<file path="src/rtl/sync_fifo.sv">
// Synchronous FIFO between the operand counters and the systolic array feed.
// Pointers and occupancy are enable-gated wrap-around counters; storage is not reset.
module sync_fifo_cnt #(
  parameter int W = 2
) (
  input  logic         clk,
  input  logic         rst_n,
  input  logic         en,
  input  logic         up,
  output logic [W-1:0] q
);
  always_ff @(posedge clk or negedge rst_n) begin
    if (!rst_n)  q <= '0;
    else if (en) q <= up ? q + 1'b1 : q - 1'b1;
  end
endmodule

module sync_fifo #(
  parameter int DATA_WIDTH = 8,
  parameter int ADDR_BIT   = 2
) (
  input  logic                  clk,
  input  logic                  rst_n,
  input  logic                  wr_en_i,
  input  logic [DATA_WIDTH-1:0] wr_data_i,
  input  logic                  rd_en_i,
  output logic [DATA_WIDTH-1:0] rd_data_o,
  output logic                  rd_valid_o,
  output logic                  full_o,
  output logic                  empty_o,
  output logic [ADDR_BIT:0]     cnt_o,
  output logic                  ovf_o,
  output logic                  udf_o
);
  localparam int DEPTH = 1 << ADDR_BIT;
  localparam logic [ADDR_BIT:0] DEPTH_C = (ADDR_BIT+1)'(DEPTH);

  logic [DATA_WIDTH-1:0] mem [DEPTH];
  logic [ADDR_BIT-1:0]   wptr, rptr;
  logic                  wr_acc, rd_acc;

  assign empty_o = (cnt_o == '0);
  assign full_o  = (cnt_o == DEPTH_C);
  assign wr_acc  = wr_en_i & ~full_o;
  assign rd_acc  = rd_en_i & ~empty_o;

  sync_fifo_cnt #(.W(ADDR_BIT)) u_wptr (
    .clk(clk), .rst_n(rst_n), .en(wr_acc), .up(1'b1), .q(wptr)
  );
  sync_fifo_cnt #(.W(ADDR_BIT)) u_rptr (
    .clk(clk), .rst_n(rst_n), .en(rd_acc), .up(1'b1), .q(rptr)
  );
  // Occupancy only moves when exactly one side is accepted; acceptance gating keeps it in 0..DEPTH.
  sync_fifo_cnt #(.W(ADDR_BIT+1)) u_cnt (
    .clk(clk), .rst_n(rst_n), .en(wr_acc ^ rd_acc), .up(wr_acc), .q(cnt_o)
  );

  always_ff @(posedge clk) begin
    if (wr_acc) mem[wptr] <= wr_data_i;
  end

  always_ff @(posedge clk or negedge rst_n) begin
    if (!rst_n) begin
      rd_data_o  <= '0;
      rd_valid_o <= 1'b0;
      ovf_o      <= 1'b0;
      udf_o      <= 1'b0;
    end else begin
      rd_valid_o <= rd_acc;
      if (rd_acc) rd_data_o <= mem[rptr];
      if (wr_en_i & full_o)  ovf_o <= 1'b1;
      if (rd_en_i & empty_o) udf_o <= 1'b1;
    end
  end
endmodule

</file>
<file path="config.mk">
export PLATFORM = sky130hd
export DESIGN_NAME = sync_fifo
export DESIGN_NICKNAME = d
export VERILOG_FILES = /design/src/rtl/sync_fifo.sv
export SDC_FILE = /design/constraint.sdc
export NUM_CORES = 1
export LEC_CHECK = 0
export CELL_PAD_IN_SITES_DETAIL_PLACEMENT = 1
export CELL_PAD_IN_SITES_GLOBAL_PLACEMENT = 2
export CORE_AREA = 2 2 73 75
export DETAILED_ROUTE_END_ITERATION = 16
export DIE_AREA = 0 0 75 77
export PLACE_DENSITY = 0.82
export SETUP_SLACK_MARGIN = 0.05
export SYNTH_ARGS = -nofsm -noshare
export SYNTH_HDL_FRONTEND = slang
export SYNTH_HIERARCHICAL = 1
export SYNTH_SLANG_ARGS = --single-unit
</file>
<file path="constraint.sdc">
create_clock -name clk -period 2.4 [get_ports clk]
set_clock_uncertainty 0.15 [all_clocks]
set_input_delay 0.36 -clock clk [delete_from_list [all_inputs] [get_ports clk]]
set_output_delay 0.36 -clock clk [all_outputs]
set_load 0.02 [all_outputs]
</file>
==> results by group <==
Clock tree
  • Worst skew pair latency: 300 ps
  • Htree depth: 2
  • Root Driver: clkbuf_8
  • Clk sinks: 50
  • Setup Buffers After CTS: 0
  • TritonCTS Buffers: 5
  • CTS Hold Buffers Added: 0
  • Clk buf depth: 2
  • TritonCTS clock tree: built
  • Clock Pin Slew Worst Setup and Hold Paths: 90 ps
  • CTS resizes: 0

Setup path
  • Critical Path Fanout Max: 6
  • Critical path endpoint category: output port
  • Critical path's largest stage delay: 650 ps
  • Crit start category: flip-flop
  • Worst setup path category: reg2out
  • Worst EP required: 1890 ps
  • Critical-path cell list: nor3b_2, clkdlybuf4s50_1
  • Worst EP arrival: 1700 ps
  • Delay-heaviest family, CP: buffers and inverters
  • Critical Path Slowest Stage Cell: clkdlybuf4s50_1
  • Worst path bufs/invs: 1

GRT
  • Grt ovf: 0
  • GRT Overall Usage: 13.8%
  • Number of global-route vias before repair: 1059
  • Antenna violations before repair: 0
  • Largest net degree at the start of global routing: 19
  • First-pass GRT wire length: 5.69 mm

Power and ir drop
  • LEAKAGE: 0.000894 µW
  • Clk network pwr share: 18.6%
  • Net Sw Frac: 31.6%
  • Int Pwr: 2120 µW
  • Gate power share: 35.6%
  • P_sw: 982 µW
  • Reg power frac: 45.8%
  • VDD IR-drop max: 660 µV
  • Pwr Density: 1270 mW/mm²

Synthesis
  • Post-synthesis xor/xnor area fraction: 4.54%
  • Count of cell types in the netlist: 19
  • Seq/Total Area, Yosys: 73.2%
  • Synth Area in Adders: 1.04%
  • #FFs+latches synth: 50
  • Synth Flop Type: edfxtp_1
  • Async set-or-reset flop fraction in the synthesized netlist: 36.0%
  • Synthesized area per cell: 19.9 µm²
  • YS warnings: 6
  • Synth Instances: 97
  • Largest family of logic cells by synthesized area: multiplexers
  • Synth Area in Simple Gates: 3.18%
  • Mux contribution to synthesized area: 14.6%
  • Mapped Area: 0.00193 mm²
  • Number of synthesized flops with an enable pin: 32
  • Area fraction in compound gates after synthesis: 1.88%

Die
  • DIE WIDTH: 75 µm
  • Core Box Area: 0.00498 mm²
  • Initial core utilization: 38.7%
  • Num ports: 28
  • Die Area: 0.00578 mm²
  • Die Ht: 77 µm
  • Rows: 26

Cells and area
  • Synthesis-to-layout area growth: 26.5%
  • # nets final: 150
  • Finished Cell Area: 0.00244 mm²
  • Fraction of layout cells with a size suffix above 1: 24.6%
  • Filler cells: 476
  • Antenna cell count: 0

Timing
  • Slew headroom: 62.3%
  • Worst Tran Pin Value: 565 ps
  • Max Slew Vio Count: 0
  • Minimum clock period: 2210 ps
  • Achievable Freq: 0.452 GHz
  • Post-route setup TNS: 0 ps
  • Setup violators final: 0
  • Final worst path period share: 92.1%
  • Unrepaired setup endpoints after global routing: no
  • Final Hold Fails: 0

Detailed routing
  • Drt pass-1 iters: 2
  • Mean routed wirelength per cell: 16.7 µm
  • DR iter-0 viols: 35
  • ANT nets after route: 0
  • Met1 WL: 1.55 mm
  • Vias: 953
  • # DRC: 0
  • Met2 WL post-DR: 1.83 mm
  • Highest metal used: met4
  • Vias/cell: 4.58
  • Final WL: 3.48 mm
  • DR WL met3: 90 µm

Placed design
  • Detailed-placement wirelength estimate: 2.43 mm
  • Dpl cell area: 0.00233 mm²
  • Placer Congestion: 0.691
  • # port buffers: 27

Status
  • Status: completed

Min path
  • Hold Path Class: in2async

Flow run
  • Max-cap viol count: 0
## kinds of logic after synthesis
group	after synthesis
mux	17
fa+ha+maj	1
simple gates	10
compound gates	3
other cells	1
flops	50
xor+xnor	10
buf+inv	5
## layout make-up
type                       count  area, µm²  share of cell area [%]
timing repair buffer          34        325                    13.3
clock buffer                   5       68.8                    2.82
sequential                    50       1410                    57.9
multi-input combinational     43        494                    20.3
tap                           70       87.6                    3.59
clock inverter                 3       40.0                    1.64
inverter                       3       11.3                   0.462
## synth_stat cells (2+ instances only)
cell type	instances	area share, %
mux4_2	8	9.3
a21o_1	2	0.78
xor2_1	3	1.4
nor3b_1	2	0.78
xnor2_1	7	3.2
dfrtp_1	18	23
nor3_1	2	0.52
inv_1	3	0.58
nand2_1	3	0.58
edfxtp_1	32	50
mux2_2	9	5.3
## power groups by stage
stage | Clock, µW | Sequential [µW] | Combinational [µW]
floorplan | 0 | 1500 | 588
global placement | 0 | 1430 | 1080
detailed placement | 0 | 1450 | 1120
CTS | 594 | 1430 | 1130
global route | 630 | 1470 | 1200
finish | 577 | 1420 | 1110
## metrics by stage
| step | instances | setup slack [ps] | hold slack, ps | power [µW] | utilization [%] |
|---|---|---|---|---|---|
| 2_1_floorplan | 98 | 71.6 | -85.6 | 2080 | - |
| 3_3_place_gp | 200 | 231 | 288 | 2510 | 46.8 |
| 3_5_place_dp | 200 | 114 | 298 | 2570 | 46.8 |
| 4_1_cts | 208 | 146 | 242 | 3160 | 48.9 |
| 5_1_grt | 208 | 64.1 | 248 | 3300 | 49.0 |
| 6_report | 208 | 189 | 239 | 3100 | 49.0 |
## placed cells by master, fill, tap and decap left out
cell type	count
nand2_1	3
nor3b_2	1
clkdlybuf4s50_1	26
clkinv_2	2
fa_1	1
o31ai_4	1
mux4_2	8
clkbuf_8	5
inv_1	3
and3_1	1
dfrtp_1	18
bufinv_16	1
xor2_1	3
buf_4	7
nor3_1	2
mux2_2	9
a21o_1	2
edfxtp_1	32
dlymetal6s2s_1	1
conb_1	2
nand2b_1	1
xnor2_1	7
nor3b_1	2
## worst reg2reg max path: stages (launching register included)
cell      delay (ps)
dfrtp_1          460
nor3b_2          200
nand2b_1         240
inv_1            130
inv_1             70
fa_1             450
xnor2_1          150
nand2_1           80
xnor2_1          130
## worst paths after layout
path / from / to / slack [ps] / cells after the start
worst max-delay path: u_cnt/q[1] / full_o / 190 / 2
worst min-delay path: rst_n / u_wptr/q[0] / 240 / 2
worst max register to register: u_cnt/q[2] / u_cnt/q[2] / 230 / 8
worst min register to register: ovf_o / ovf_o / 310 / 1
max in group asynchronous: rst_n / u_rptr/q[0] / 1650 / 2
min in group clk: ovf_o / ovf_o / 310 / 1
## metal layers
layer | vias up | track usage [%]
met2 | 17 | 22.4
li1 | 441 | -
met4 | 0 | 3.75
met1 | 493 | 17.9
met3 | 2 | 3.94
met5 | - | 0
## registers in the layout, indices dropped and copies added (netlist names)
register	count
mem	32
ovf_o	1
rd_data_o	8
rd_valid_o	1
u_cnt/q	3
u_rptr/q	2
u_wptr/q	2
udf_o	1
Power figures use the tool's default switching activity.
